File: src/rtl/pixel_stream_source.sv
// Raster-order pixel source: 1-cycle-latency ROM reads feed a 2-entry skid buffer behind a valid/ready stream.
// Optional BORDER_PAD_EN adds one PAD_VALUE row above and below the image.
module pixel_stream_source #(
   parameter int         W         = 224,
   parameter int         H         = 224,
   parameter int         AW        = 16,
   parameter logic [7:0] PAD_VALUE = 8'b1110_0000
) (
   input  logic          clk_i,
   input  logic          rst_i,
   input  logic          start_i,
   output logic          mem_rd_en_o,
   output logic [AW-1:0] mem_addr_o,
   input  logic [7:0]    mem_data_i,
   output logic [7:0]    pix_data_o,
   output logic          pix_valid_o,
   input  logic          pix_ready_i,
   output logic          pix_sof_o,
   output logic          pix_eol_o,
   output logic          busy_o,
   output logic          finished_o
);

   localparam int CW = $clog2(W);
   localparam int RW = $clog2(H + 2);
   localparam logic [CW-1:0] COL_LAST  = CW'(W - 1);
   localparam logic [AW-1:0] ADDR_LAST = AW'(W * H - 1);
`ifdef BORDER_PAD_EN
   localparam logic [RW-1:0] ROW_IMG_LAST = RW'(H);
`else
   localparam logic [RW-1:0] ROW_IMG_LAST = RW'(H - 1);
`endif

   typedef enum logic [2:0] {
      S_IDLE,
      S_STREAM,
      S_DONE
`ifdef BORDER_PAD_EN
      , S_PAD_TOP
      , S_PAD_BOT
`endif
   } state_t;

   state_t        state_q;
   logic [AW-1:0] addr_q;
   logic          all_rd_q;
   logic          inflight_q;
   logic [1:0]    cnt_q;
   logic [7:0]    buf_q [2];
   logic [CW-1:0] col_q;
   logic [RW-1:0] row_q;

   logic       xfer, pop, issue, col_last, last_img, pad_st, wr_slot;
   logic [1:0] cnt_d;

`ifdef BORDER_PAD_EN
   assign pad_st = (state_q == S_PAD_TOP) | (state_q == S_PAD_BOT);
`else
   assign pad_st = 1'b0;
`endif

   assign pix_valid_o = pad_st | ((state_q == S_STREAM) & (cnt_q != 2'd0));
   assign pix_data_o  = pad_st ? PAD_VALUE : (pix_valid_o ? buf_q[0] : 8'h00);
   assign col_last    = (col_q == COL_LAST);
   assign pix_eol_o   = pix_valid_o & col_last;
   assign pix_sof_o   = pix_valid_o & (col_q == '0) & (row_q == '0);
   assign busy_o      = (state_q != S_IDLE) & (state_q != S_DONE);
   assign finished_o  = (state_q == S_DONE);
   assign mem_rd_en_o = issue;
   assign mem_addr_o  = addr_q;

   // Occupancy after this cycle's pop plus the read landing now; a new read
   // is allowed only if that leaves room, so the buffer can never exceed 2.
   always_comb begin
      xfer     = pix_valid_o & pix_ready_i;
      pop      = xfer & (state_q == S_STREAM);
      cnt_d    = cnt_q - {1'b0, pop} + {1'b0, inflight_q};
      issue    = (state_q == S_STREAM) & ~all_rd_q & (cnt_d < 2'd2) & ~rst_i;
      wr_slot  = (cnt_q == 2'd2) | ((cnt_q == 2'd1) & ~pop);
      last_img = pop & col_last & (row_q == ROW_IMG_LAST);
   end

   always_ff @(posedge clk_i) begin
      if (rst_i) begin
         state_q    <= S_IDLE;
         addr_q     <= '0;
         all_rd_q   <= 1'b0;
         inflight_q <= 1'b0;
         cnt_q      <= 2'd0;
         buf_q[0]   <= 8'h00;
         buf_q[1]   <= 8'h00;
         col_q      <= '0;
         row_q      <= '0;
      end else begin
         inflight_q <= issue;
         cnt_q      <= cnt_d;
         if (issue) begin
            if (addr_q == ADDR_LAST) all_rd_q <= 1'b1;
            else                     addr_q   <= addr_q + AW'(1);
         end
         if (pop)        buf_q[0]       <= buf_q[1];
         if (inflight_q) buf_q[wr_slot] <= mem_data_i;
         if (xfer) begin
            if (col_last) begin
               col_q <= '0;
               row_q <= row_q + RW'(1);
            end else begin
               col_q <= col_q + CW'(1);
            end
         end
         case (state_q)
            S_IDLE, S_DONE: begin
               if (start_i) begin
`ifdef BORDER_PAD_EN
                  state_q <= S_PAD_TOP;
`else
                  state_q <= S_STREAM;
`endif
                  addr_q   <= '0;
                  all_rd_q <= 1'b0;
                  col_q    <= '0;
                  row_q    <= '0;
               end
            end
            S_STREAM: begin
               if (last_img) begin
`ifdef BORDER_PAD_EN
                  state_q <= S_PAD_BOT;
`else
                  state_q <= S_DONE;
`endif
               end
            end
`ifdef BORDER_PAD_EN
            S_PAD_TOP: if (xfer & col_last) state_q <= S_STREAM;
            S_PAD_BOT: if (xfer & col_last) state_q <= S_DONE;
`endif
            default: state_q <= S_IDLE;
         endcase
      end
   end

endmodule

File: config.mk
export PLATFORM = sky130hd
export DESIGN_NAME = pixel_stream_source
export DESIGN_NICKNAME = d
export VERILOG_FILES = /design/src/rtl/pixel_stream_source.sv
export SDC_FILE = /design/constraint.sdc
export NUM_CORES = 1
export LEC_CHECK = 0
export ABC_AREA = 1
export CAP_MARGIN = 5
export CORE_MARGIN = 1.5
export CORE_UTILIZATION = 29
export CTS_BUF_LIST = sky130_fd_sc_hd__clkbuf_8
export CTS_CLUSTER_DIAMETER = 120
export DETAILED_ROUTE_END_ITERATION = 7
export GPL_TIMING_DRIVEN = 0
export PLACE_DENSITY = 0.5
export SETUP_SLACK_MARGIN = 0.15
export SLEW_MARGIN = 10
export SYNTH_ARGS = -nofsm -noshare
export SYNTH_HDL_FRONTEND = slang
export SYNTH_SLANG_ARGS = --single-unit
File: constraint.sdc
create_clock -name clk_i -period 5 [get_ports clk_i]
set_clock_uncertainty 0.2 [all_clocks]
set_input_delay 0.75 -clock clk_i [delete_from_list [all_inputs] [get_ports clk_i]]
set_output_delay 0.75 -clock clk_i [all_outputs]
set_load 0.1 [all_outputs]
=== After elaboration in Yosys (flattened, before gate mapping) ===
Memories as Yosys holds them, arrays and structs flattened.
Index checks and enable logic that the tools add are counted.
W data, S select, Z words.

* Eq/ne operators: 10
* $lt $le $gt $ge: 1
* Bitwise operators: 18
* Reductions and logical operators: 8
* Muxes and demuxes: 32
* $add $sub $neg: 5

{| class="wikitable"
|+ Operator list
! kind !! number
|-
| $mux W8 || 11
|-
| $mux W16 || 4
|-
| $add A16 B1 Y16 const B || 1
|-
| $add A8 B1 Y8 const B || 2
|-
| $eq A16 B16 Y1 const B || 1
|-
| $eq A8 B8 Y1 const B || 2
|-
| $logic_not A8 Y1 || 2
|-
| $mux W1 || 14
|-
| $and A1 B1 Y1 || 13
|-
| $reduce_or A8 Y1 || 1
|-
| $mux W3 || 2
|-
| $pmux W3 S2 || 1
|-
| $ne A2 B2 Y1 const B || 2
|-
| $eq A3 B1 Y1 const B || 1
|-
| $eq A3 B2 Y1 const B || 1
|-
| $logic_not A3 Y1 || 1
|-
| $ne A3 B2 Y1 const B || 1
|-
| $not A1 Y1 || 3
|-
| $reduce_bool A3 Y1 || 1
|-
| $add A2 B1 Y2 || 1
|-
| $eq A2 B1 Y1 const B || 1
|-
| $eq A2 B2 Y1 const B || 1
|-
| $lt A2 B2 Y1 const B || 1
|-
| $or A1 B1 Y1 || 2
|-
| other kinds (4) || 4
|}

* Word-level logic and storage cells: 82
* Register bits after elaboration: 39
* Input port bits: 12
* Bits in writable memories: 16
* Memories kept: 1

{| class="wikitable"
|+ Memory list
! memory !! depth !! bits a word !! read ports !! clocked after Yosys merged registers in !! wr ports !! line !! RTL
|-
| buf_q || 2 || 8 || 2 || 0 || 2 || 49 || <nowiki>logic [7:0] buf_q [2];</nowiki>
|}

=== Longest topological paths before layout ===
Gate-level depths: netlist (run 1).

* Word-level depth: 12
* Mapped depth: 16
* Gate-level depth less buffers: 16

=== Worst setup path after synthesis (run 1) ===
OpenSTA, ideal clock, no wires.

* Kind: reg2out
* Start: reg cnt_q[1]
* End: out pix_sof_o
* Data arrival time: 3.225 ns
* Required time: 4.050 ns
* Cell stages (with the launch flop): 5
* Slack: 0.825 ns
* Path through: dfxtp_1 -> nor2_1 -> nor2_4 -> nand3_1 -> nor3_1

* Cells in the longest elaborated chain, start to end: 4

{| class="wikitable"
|+ RTL lines
! what !! line !! RTL
|-
| start: declaration || 48 || <nowiki>logic [1:0] cnt_q;</nowiki>
|-
| start signal: assignment || 96 || <nowiki>cnt_q <= cnt_d;</nowiki>
|-
| $reduce_bool A2 Y1 || 62 || <nowiki>assign pix_valid_o = pad_st | ((state_q == S_STREAM) & (cnt_q != 2'd0));</nowiki>
|-
| $and A1 B1 Y1 || 62 ||
|-
| net pix_valid_o || 16 || <nowiki>output logic pix_valid_o,</nowiki>
|-
| $and A1 B1 Y1 (2 in series) || 66 || <nowiki>assign pix_sof_o = pix_valid_o & (col_q == '0) & (row_q == '0);</nowiki>
|-
| end: declaration || 18 || <nowiki>output logic pix_sof_o,</nowiki>
|}

The timed path passes the listed nets, and every way through them passes these cells.

=== Worst setup path after layout (run 1) ===
* Start: in pix_ready_i
* End: out mem_rd_en_o

* Cells in the longest elaborated chain, start to end: 7

{| class="wikitable"
|+ RTL lines
! what !! line !! RTL
|-
| start: declaration || 17 || <nowiki>input logic pix_ready_i,</nowiki>
|-
| $and A1 B1 Y1 || 75 || <nowiki>xfer = pix_valid_o & pix_ready_i;</nowiki>
|-
| $and A1 B1 Y1 || 76 || <nowiki>pop = xfer & (state_q == S_STREAM);</nowiki>
|-
| $sub A2 B1 Y2 || 77 || <nowiki>cnt_d = cnt_q - {1'b0, pop} + {1'b0, inflight_q};</nowiki>
|-
| $add A2 B1 Y2 || 77 ||
|-
| $lt A2 B2 Y1 || 78 || <nowiki>issue = (state_q == S_STREAM) & ~all_rd_q & (cnt_d < 2'd2) & ~rst_i;</nowiki>
|-
| $and A1 B1 Y1 (2 in series) || 78 ||
|-
| end: declaration || 12 || <nowiki>output logic mem_rd_en_o,</nowiki>
|}

No other way between the ends.

==> metrics.md, run 1 <==
| Metric | Value |
|---|---|
| Share of cells above drive strength 1 | `8.565%` |
| Post-route ant nets | `0` |
| Post-synth EDFFs | `16` |
| Sequential share of the synthesized area | `41.80%` |
| TritonCTS Buffers | `5` |
| Slowest CP cell | `clkdlybuf4s50_1` |
| Final TNS setup | `0 ps` |
| Worst skew pair latency | `320 ps` |
| Largest family of logic cells by synthesized area | `simple AND/OR/NAND/NOR gates` |
| Most frequent cell after synthesis | `nand2_1` |
| Seq cells post-synth | `54` |
| Dominant synthesized flop cell | `dfxtp_1` |
| Crit path launch type | `input pin` |
| Least-Margin Pin Slew | `981.1 ps` |
| # setup viols final | `0` |
| Hold Vio Cnt, Final | `0` |
| Gpl congestion | `0.8438` |
| Vias in the first global route | `2526` |
| Max-slew headroom | `34.39%` |
| Tmin final | `4289 ps` |
| Die Ht | `104.2 µm` |
| Area delta synth->final | `23.18%` |
| RSZ-0062 raised after global routing | `no` |
| Final worst setup slack | `710.5 ps` |
| Final total power | `905.1 µW` |
| H-tree depth | `2` |
| Adder-cell share of the synthesized area | `2.950%` |
| Max-slew violations | `0` |
| Clock transition at the registers of the reported paths | `100 ps` |
| Rows | `36` |
| Max VDD drop | `0.1140 mV` |
| Fin util | `37.08%` |
| Mux cell area share after synthesis | `0%` |
| DRT Wirelength | `6675 µm` |
| Dpl cells | `592` |
| Status | `completed` |
| Post-synthesis compound-gate area fraction | `8.091%` |
| Cell taking the most area after synthesis | `dfxtp_1` |
| Pre-CTS WS | `-5.144 ps` |
| Fin cells | `600` |
| Tcrit/Tclk final | `85.79%` |
| Mapped Area | `2969 µm²` |
| CP Capture Type | `output pin` |
| Initial antenna violation count | `0` |
| Vias per cell | `4.393` |
| WP buf/inv | `6` |
| Cells after Synth | `418` |
| Hpwl dp | `4944 µm` |
| Fmax | `233.1 MHz` |
| Post-synth top area share | `25.62%` |
| Initial Utilization | `30.10%` |
| Clock sinks | `54` |
| Die area | `10850 µm²` |
| Buffers inserted during post-CTS setup optimization | `0` |
| TritonCTS clock tree | `yes` |
| Ports | `42` |
| Arr. time, crit path | `3340 ps` |
| Required @ worst endpoint | `4050 ps` |
| CP delay by family, top | `buffers and inverters` |
| Ys async rst share | `0%` |
| Synth top area cells | `dfxtp_1, edfxtp_1, nand2_1` |
| N_diodes | `0` |
| Port bufs | `41` |
| Worst hold path type | `reg2reg` |
| Pwr dens | `247.5 nW/µm²` |
| CP max stage delay | `610 ps` |
| Leak | `1.409 nW` |
| Top cells by count, synth | `nand2_1, nor2_1, inv_1, dfxtp_1, nand3_1` |
| # hold bufs at CTS | `0` |
| Largest net degree at the start of global routing | `19` |
| Initial DRC Count | `91` |
| Max Root-Sink Buffers | `2` |
| Crit Path Max Fanout | `10` |
| WL/cell | `11.13 µm` |
| Simple-Gate Fraction of Synth Area | `35.06%` |
| Max_cap viols | `0` |
| Chip width | `104.2 µm` |
| Clock root cell | `clkbuf_8` |
| DR vias | `2636` |
| Syn_nets | `437` |
| Syn avg cell area | `7.103 µm²` |
| Yosys warnings | `0` |
| WS Path Type | `in2out` |
| Remaining DRCs | `0` |
| First-pass GRT wire length | `11700 µm` |
| Initial DRT Pass Iterations | `4` |
| Synth Area in XOR/XNOR | `2.065%` |
| Total grt overflow | `0` |
| Yosys cell types | `29` |
| Core Area | `9864 µm²` |
| Global Route Usage Sum | `13.14%` |
| Nets@finish | `485` |
| Crit-path cells | `clkdlybuf4s50_1 > nand2_4 > inv_1 > ha_1 > inv_1 > ha_1 > inv_1 > nand2_1 > nand2_1 > nor2_4 > buf_6 > clkbuf_2` |
| Most common cell on crit path | `inv_1` |
==> area by class of cell <==
type / count / area, µm²
Buffer: 5 / 35.03
Clock buffer: 5 / 68.82
Clock inverter: 3 / 47.55
Fill cell: 1036 / 6207
Inverter: 70 / 262.8
Multi-Input combinational cell: 289 / 1430
Sequential cell: 54 / 1241
Tap cell: 133 / 166.4
Timing Repair Buffer: 41 / 405.4
==> worst reg2reg max path: cells and delay by family, from the launching register on <==
kind | cells | cell delay (ps)
DFF | 1 | 400
and+or+nand+nor | 9 | 1490
buffers and inverters | 3 | 290
adders and majority gates | 2 | 420
==> power breakdown <==
group	internal [mW]	total [mW]	switching, mW	leakage (nW)
Combinational	0.0343	0.123	0.0884	0.877
Clock	0.152	0.313	0.161	0.0587
Sequential	0.463	0.469	0.00678	0.473
Total	0.649	0.905	0.256	1.41
==> cell usage in the layout, fill, tap and decap left out, types with 2 or more instances in the layout <==
cell and n:
nand2_1 94, nor2_1 72, inv_1 66, clkdlybuf4s50_1 40, dfxtp_1 38, nand3_1 36, a21oi_1 21, edfxtp_1 16
o21ai_2 8, nand4_1 7, ha_1 7, nor3_1 6, o21ai_0 6, nor2_2 5, xor2_1 5, clkbuf_8 5
inv_2 4, o21ai_1 4, nor2_4 3, nand3_2 3, buf_6 2, clkbuf_1 2, or2_2 2, o21bai_1 2
nand3b_1 2, xnor2_1 2
==> repair_timing <==
item	in CTS	in global routing
pin swaps	0	0
resized for setup	1	2
hold endpoints to repair	0	0
endpoints found under the setup margin	1	1
==> sequential cells by signal (all words and copies together), names as in the netlist <==
name,cells
mem_addr_o,16
col_q,8
state_q,2
row_q,8
cnt_q,2
buf_q,16
inflight_q,1
all_rd_q,1
==> through the flow <==
step	instance area [µm²]	hold WS [ps]
finish	3657	262.0
floorplan	2969	235.4
CTS	3661	266.6
global placement	3546	245.1
global route	3657	294.0
detailed placement	3546	250.8
==> routing by layer <==
metal	up-vias	part of all wire, %	GRT usage, %
met5	-	0	0
met4	0	1.3	4.960
met3	7	4.1	2.945
met2	56	43	20.58
met1	1159	51	17.63
li1	1414	-	-
==> worst paths after layout <==
check / to / cells past startpoint / startpoint / slack (ps)
max: mem_rd_en_o / 12 / pix_ready_i / 710
min: all_rd_q$_SDFF_PP0_ / 2 / all_rd_q$_SDFF_PP0_ / 260
max reg2reg: mem_addr_o[4]$_SDFF_PP0_ / 14 / state_q[0]$_SDFFE_PP0P_ / 2110
min reg2reg: all_rd_q$_SDFF_PP0_ / 2 / all_rd_q$_SDFF_PP0_ / 260
==> cell families after synthesis <==
family / count (synthesis)
fa+ha+maj: 7
simple gates: 234
buf+inv: 75
xor+xnor: 7
compound gates: 41
flops: 54
Note: power is estimated with default switching activity, not from simulation.
==> inputs of run 2 (changes only) <==
--- a/config.mk
+++ b/config.mk
@@ -5,7 +5,6 @@
 export SDC_FILE = /design/constraint.sdc
 export NUM_CORES = 1
 export LEC_CHECK = 0
-export ABC_AREA = 1
 export CAP_MARGIN = 5
 export CORE_MARGIN = 1.5
 export CORE_UTILIZATION = 29
==> run 2 against run 1 <==
- synthesized cell count is 29% lower
- largest cell class unchanged
- worst setup slack worse by 12 ps
- sequential power rose by 1%
- total power down 4.9%
- critical endpoint unchanged
- clock power shrank 24%
- register-to-register slack worse by 310 ps
- synthesized area down 4.6%
- flip-flop and latch count did not move
- design area fell by 4.7%
- clock-buffer cell count did not move
- global-route usage up 0.17 points
==> metrics.md, run 2 <==
| Metric | Value |
|---|---|
| Status | `completed` |
| Synth top area cells | `dfxtp_1, edfxtp_1, mux2i_1` |
| Tmin final | `4301 ps (+11.55 ps)` |
| Most frequent cells in the layout | `clkdlybuf4s50_1, dfxtp_1, nand2_1` |
| Leak | `1.195 nW (-15%)` |
| TritonCTS Buffers | `5 (unchanged)` |
| Clk network pwr share | `27.6% (-7.0 points)` |
| Post-synth EDFFs | `16 (unchanged)` |
| Sequential share of the synthesized area | `43.80% (+2.0 points)` |
| Met1 GRT Util | `18.93% (+1.3 points)` |
| WHS Endpoint | `col_q[1]$_SDFF_PP0_` |
| Max-slew headroom | `33.43% (-0.96 points)` |
| Max Root-Sink Buffers | `2 (unchanged)` |
| Yosys warnings | `0 (unchanged)` |
| Yosys cell types | `48 (+66%)` |
| Clock transition at the registers of the reported paths | `100 ps (about the same)` |
| Share of cells above drive strength 1 | `9.538% (+0.97 points)` |
| Post-synthesis compound-gate area fraction | `12.98% (+4.9 points)` |
| TritonCTS clock tree | `yes` |
| Core Area | `9371 µm² (-5.0%)` |
| DR vias | `2301 (-13%)` |
| N_diodes | `0 (unchanged)` |
| Initial DRC Count | `56 (-38%)` |
| RSZ-0062 raised after global routing | `no` |
| Pwr dens | `246.8 nW/µm² (-0.25%)` |
| Most frequent cell after synthesis | `dfxtp_1` |
| Seq cells post-synth | `54 (unchanged)` |
| Ports | `42 (unchanged)` |
| Fin cells | `475 (-21%)` |
| Remaining DRCs | `0 (unchanged)` |
| Hpwl dp | `4714 µm (-4.7%)` |
| Rows | `35 (-2.8%)` |
| Die Ht | `101.9 µm (-2.2%)` |
| Worst skew pair latency | `310 ps (about the same)` |
| Vias per cell | `4.844 (+10%)` |
| Global Route Usage Sum | `13.31% (+0.17 points)` |
| Slowest CP cell | `clkdlybuf4s50_1` |
| Nets@finish | `364 (-25%)` |
| H-tree depth | `2 (unchanged)` |
| FF-to-FF Start | `cnt_q[1]$_SDFF_PP0_` |
| First-pass GRT wire length | `10900 µm (-6.8%)` |
| Max_cap viols | `0 (unchanged)` |
| Simple-Gate Fraction of Synth Area | `28.65% (-6.4 points)` |
| Arr. time, crit path | `3350 ps (about the same)` |
| Grt met3 use | `3.078% (+0.13 points)` |
| CP Capture Type | `output pin` |
| WS Path Type | `in2out` |
| Ys async rst share | `0% (unchanged)` |
| CP max stage delay | `530 ps (-80 ps)` |
| Max VDD drop | `0.1087 mV (-4.7%)` |
| Initial Utilization | `30.24% (+0.14 points)` |
| Psw | `253.5 µW (-0.98%)` |
| Min-delay src | `col_q[1]$_SDFF_PP0_` |
| Chip width | `101.9 µm (-2.2%)` |
| Required @ worst endpoint | `4050 ps (about the same)` |
| Final TNS setup | `0 ps (unchanged)` |
| R2r setup slk | `1800 ps (-310 ps)` |
| Adder-cell share of the synthesized area | `3.091% (+0.14 points)` |
| Crit path launch type | `input pin` |
| Worst hold path type | `reg2reg` |
| Post-route ant nets | `0 (unchanged)` |
| Met2 Resource Use GR | `20.62% (+0.038 points)` |
| Combinational fraction of design power | `17.4% (+3.8 points)` |
| Synth Area in XOR/XNOR | `1.104% (-0.96 points)` |
| WHS Path Cells | `2 (unchanged)` |
| Reg2reg end | `mem_addr_o[7]$_SDFF_PP0_` |
| Seq pwr share | `55.0% (+3.1 points)` |
| Cell taking the most area after synthesis | `dfxtp_1` |
| Largest net degree at the start of global routing | `16 (-3)` |
| Least-Margin Pin Slew | `995.4 ps (+14.34 ps)` |
| Vias in the first global route | `2206 (-13%)` |
| Port bufs | `40 (-2.4%)` |
| Tcrit/Tclk final | `86.02% (+0.23 points)` |
| Reg2Reg Depth | `12 (-2)` |
| Gpl congestion | `0.7820 (-7.3%)` |
| Largest family of logic cells by synthesized area | `simple AND/OR/NAND/NOR gates` |
| Post-synth top area share | `26.84% (+1.2 points)` |
| Crit Path Max Fanout | `9 (-1)` |
| Fmax | `232.5 MHz (-0.27%)` |
| Area delta synth->final | `23.05%` |
| Dominant synthesized flop cell | `dfxtp_1` |
| Total grt overflow | `0 (unchanged)` |
| Syn avg cell area | `9.510 µm² (+34%)` |
| P_int | `607.3 µW (-6.4%)` |
| Hold Vio Cnt, Final | `0 (unchanged)` |
| Clock root cell | `clkbuf_8` |
| WL/cell | `13.68 µm (+23%)` |
| # setup viols final | `0 (unchanged)` |
| Cells after Synth | `298 (-29%)` |
| Syn_nets | `317 (-27%)` |
| Sw Share | `29.45% (+1.2 points)` |
| Dpl cells | `467 (-21%)` |
| Fillers | `1002 (-3.3%)` |
| Mux cell area share after synthesis | `4.592% (+4.6 points)` |
| Max-slew violations | `0 (unchanged)` |
| Layer with the highest usage | `met2` |
| Commonest non-fill, non-tap cell in the layout | `clkdlybuf4s50_1` |
| Clock sinks | `54 (unchanged)` |
| Initial antenna violation count | `0 (unchanged)` |
| DRT Wirelength | `6500 µm (-2.6%)` |
| Die area | `10370 µm² (-4.4%)` |
| Crit-path cells | `clkdlybuf4s50_1 > nand3_2 > clkinv_1 > ha_1 > inv_1 > ha_1 > xnor3_1 > nand2_2 > inv_1 > clkbuf_2` |
| Mapped Area | `2834 µm² (-4.6%)` |
| Initial DRT Pass Iterations | `5 (+1)` |
| Top cells by count, synth | `dfxtp_1, nand2_1, a21oi_1, inv_1, o31ai_1` |
==> run 2: cell types whose count changed in the layout (fill, tap and decap cells not counted), moves of 13 or more <==
cell and change:
nor2_1 -66, nand2_1 -69, inv_1 -45, mux2i_1 +13
nand3_1 -24, o31ai_1 +17, or4_1 +13
==> run 2: power by group through the flow <==
stage | clock (mW) | combinational, mW | sequential [mW]
2_1_floorplan | 0 | 0.103 | 0.491
3_3_place_gp | 0 | 0.153 | 0.483
3_5_place_dp | 0 | 0.152 | 0.484
4_1_cts | 0.247 | 0.152 | 0.474
5_1_grt | 0.267 | 0.162 | 0.475
6_report | 0.237 | 0.150 | 0.474
==> run 2: kinds of logic after synthesis <==
logic type               after synthesis
AND/OR/NAND/NOR                      128
XOR/XNOR                               2
flip-flops                            54
buffers and inverters                 36
adder cells (fa/ha/maj)                7
AO/OA/AOI/OAI                         58
multiplexers                          13
==> run 2: cell type report <==
cell class,count,area [µm²],share of cell area (%)
buffer,15,85.08,2.440
clock buffer,5,68.82,1.973
clock inverter,3,12.51,0.3588
inverter,21,78.83,2.260
multi-input combinational,208,1444,41.41
sequential,54,1241,35.59
tap,129,161.4,4.629
timing repair buffer,40,395.4,11.34
==> run 2: metrics by stage <==
step	setup WS (ps)	utilization (%)	hold slack (ps)	total power, mW	cell area, µm²
final	699.0	37.21	309.0	0.8608	3487
after global routing	480.3	37.21	323.9	0.9031	3487
after CTS	261.1	37.25	310.6	0.8726	3491
after detailed placement	-2.848	36.40	295.0	0.6361	3411
after global placement	-53.61	36.40	290.4	0.6363	3411
after floorplan	656.9	-	256.9	0.5937	2849
==> run 2: routing by layer <==
metal	wire length [µm]	share of wire, %
met5	0	0
met4	40	0.62
met3	148	2.3
met2	2916	45
met1	3395	52
==> run 2: how the worst max path moves through the flow <==
stage	slack, ps	endpoint	start
final	700	mem_rd_en_o	pix_ready_i
after global routing	480	mem_rd_en_o	pix_ready_i
after CTS	260	mem_rd_en_o	pix_ready_i
after detailed placement	-3	mem_rd_en_o	pix_ready_i
after global placement	-50	mem_rd_en_o	pix_ready_i
after floorplan	660	pix_sof_o	state_q[0]$_SDFFE_PP0P_
==> run 2: critical path: cells and delay by family <==
kind / cells / cell delay (ps)
buffers and inverters: 5 / 1460
adder cells (fa/ha/maj): 2 / 530
AND/OR/NAND/NOR: 2 / 350
XOR/XNOR: 1 / 260
==> run 2: what timing repair did <==
action,CTS,global route
hold buffers,0,0
buffers inserted,0,0
endpoints found under the setup margin,1,1
gates resized for setup,1,2
==> inputs of run 3 (changes only) <==
--- a/config.mk
+++ b/config.mk
@@ -5,6 +5,7 @@
 export SDC_FILE = /design/constraint.sdc
 export NUM_CORES = 1
 export LEC_CHECK = 0
+export ABC_AREA = 1
 export CAP_MARGIN = 5
 export CORE_MARGIN = 1.5
 export CORE_UTILIZATION = 29
==> results of run 3 <==
Final layout, timing and power as in run 1 (identical DEF).
==> edit (flow settings as in run 3) <==
Make the reset (`rst_i`) asynchronous in one clocked block.
--- a/src/rtl/pixel_stream_source.sv
+++ b/src/rtl/pixel_stream_source.sv
@@ -82,3 +82,3 @@
 
-   always_ff @(posedge clk_i) begin
+   always_ff @(posedge clk_i or posedge rst_i) begin
       if (rst_i) begin
Formal check against the unedited RTL: differs if rst_i is asserted again (counterexample within 4 cycles, from zero or initial values and one cycle with rst_i high); with rst_i held inactive, the same outputs for 10 cycles.
==> edit against run 3 <==
Sequential cell count unchanged; synthesized area increased by 7.7%; die area increased by 7.4%; utilization decreased by 0.74 points; first-iteration DRC count increased by 15%; worst setup slack got worse by 0.19 ns; routed wire length increased by 17%; final area increased by 7.2%; largest cell class unchanged.
Power is not compared: it rests on default switching activity, and its combinational part moved more than twofold at a synthesized area within 25%.
==> edit: results (changes against run 3) <==
cts_resized: 0  # -1
path_delay_family: "buffers and inverters"
drive_gt1_share_pct: 8.197  # -0.37 points
synth.yosys.warnings: 0  # unchanged
first_global_vias: 2828  # +12%
crit_slowest_cell: "clkdlybuf4s50_1"
worstMarginPinSlew_ns: 0.9806  # -0.0004696 ns
io_buffers: 41  # unchanged
grt_pass1_wl_microns: 13540  # +16%
top_layer_used: "met4"
routed_via_density: 4.482  # +2.0%
wl_per_cell_microns: 12.39  # +11%
drtPass1Iterations: 4  # unchanged
synth_cell_types: 31  # +6.9%
path_max_fanout: 9  # -1
antennaDiodeCount: 0  # unchanged
holdPathStages: 2  # unchanged
async_reset_ff_share_pct: 100.0  # +100 points
seq_area_frac_synth_pct: 42.27  # +0.47 points
r2r_slack_ns: 2.75  # +0.64 ns
syn-num-nets: 457  # +4.6%
dr_wl_met2_microns: 3629  # +25%
nNetsFinal: 506  # +4.3%
startpoint: "pix_ready_i"
netlist_top_cells_count: "nand2_1 (136), dfrtp_1 (54), inv_1 (53), nor2_1 (43), nand3_1 (34)"
synth_area_leaders: "dfrtp_1 (42%), nand2_1 (16%), inv_1 (6.2%), nand3_1 (5.3%), nor2_1 (5.0%)"
cts_buffers: 5  # unchanged
globalplace.congestion: 0.8132  # -3.6%
h-tree-depth: 2  # unchanged
dp_hpwl_microns: 5803  # +17%
antenna_found_initial: 0  # unchanged
synth_ff_type: "dfrtp_1"
internal_power_mw: 1.096
post-place-ws_ns: 0.5254  # +0.5305 ns
grtUsageTotal_pct: 14.64  # +1.5 points
ff2ff_path_depth: 14  # unchanged
max_stage_delay_ns: 1.17  # +0.56 ns
wl_met1_microns: 3725  # +8.9%
clk_latency_ns: 0.31
timing.rr.start: "state_q[0]$_DFFE_PP0P_"
met3_wirelength_microns: 351  # +29%
clock_path_buffers: 2  # unchanged
nFillCells: 1170  # +13%
drtIter0Drc: 105  # +15%
grt_max_degree: 36  # +17
reg2reg_to: "mem_addr_o[14]$_DFF_PP0_"
status: "complete, no violations"
-- edit: changes by cell type in the layout (fill, tap and decap cells not counted), sizes merged, moves of 4 or more --
cell,before,now
inv,71,58
nand2,96,140
a21oi,21,16
xor2,5,10
dfxtp,38,0
edfxtp,16,0
o21ai,18,28
nor2,80,52
dfrtp,0,54
buf,3,7
-- edit: power by group through the flow --
| stage | clock (mW) | sequential, mW | combinational (mW) |
|---|---|---|---|
| after detailed placement | 0 | 0.707 | 1.41 |
| after global placement | 0 | 0.704 | 1.39 |
| after CTS | 0.317 | 0.699 | 1.41 |
| after floorplan | 0 | 0.948 | 0.835 |
| final | 0.308 | 0.698 | 1.40 |
| after global routing | 0.335 | 0.724 | 1.52 |
-- edit: kinds of logic after synthesis --
family,count (synthesis),share of synthesized area [%]
xor gates and xnor gates,14,3.835
DFF,54,42.27
and+or+nand+nor,248,34.83
adders and majority gates,6,2.348
AOI/OAI and AO/OA,47,7.710
buffers and inverters,70,9.002
-- edit: final cells by class --
class,instances,area share (%)
buffer,10,1.595
timing repair buffer,42,10.98
inverter,60,5.743
tap,140,4.467
clock inverter,1,0.7658
multi-input combinational,315,39.89
sequential,54,34.46
clock buffer,6,2.106
-- edit: worst max-delay path by stage --
stage	endpoint	slack (ns)
final	mem_rd_en_o	0.52
after detailed placement	mem_rd_en_o	0.53
after CTS	mem_rd_en_o	0.52
after global routing	mem_rd_en_o	0.37
after global placement	mem_rd_en_o	0.52
after floorplan	pix_sof_o	1.15
-- edit: tightest hold or removal path, delay by kind of cell, from the launching register on --
family	cells	cell delay (ns)
and+or+nand+nor	2	0.10
DFF	1	0.35
-- edit: through the flow --
| step | instance area [sq um] | cells | hold slack [ns] |
|---|---|---|---|
| final | 3921 | 628 | 0.2774 |
| after global placement | 3789 | 620 | 0.2489 |
| after floorplan | 3203 | 439 | 0.2367 |
| after detailed placement | 3809 | 621 | 0.2576 |
| after CTS | 3921 | 628 | 0.2820 |
| after global routing | 3921 | 628 | 0.2989 |
-- edit: metal layers --
| layer | vias to the layer above | global-route usage (%) |
|---|---|---|
| met5 | - | 0 |
| met2 | 61 | 24.73 |
| met3 | 8 | 2.411 |
| met4 | 0 | 4.511 |
| li1 | 1469 | - |
| met1 | 1277 | 19.16 |
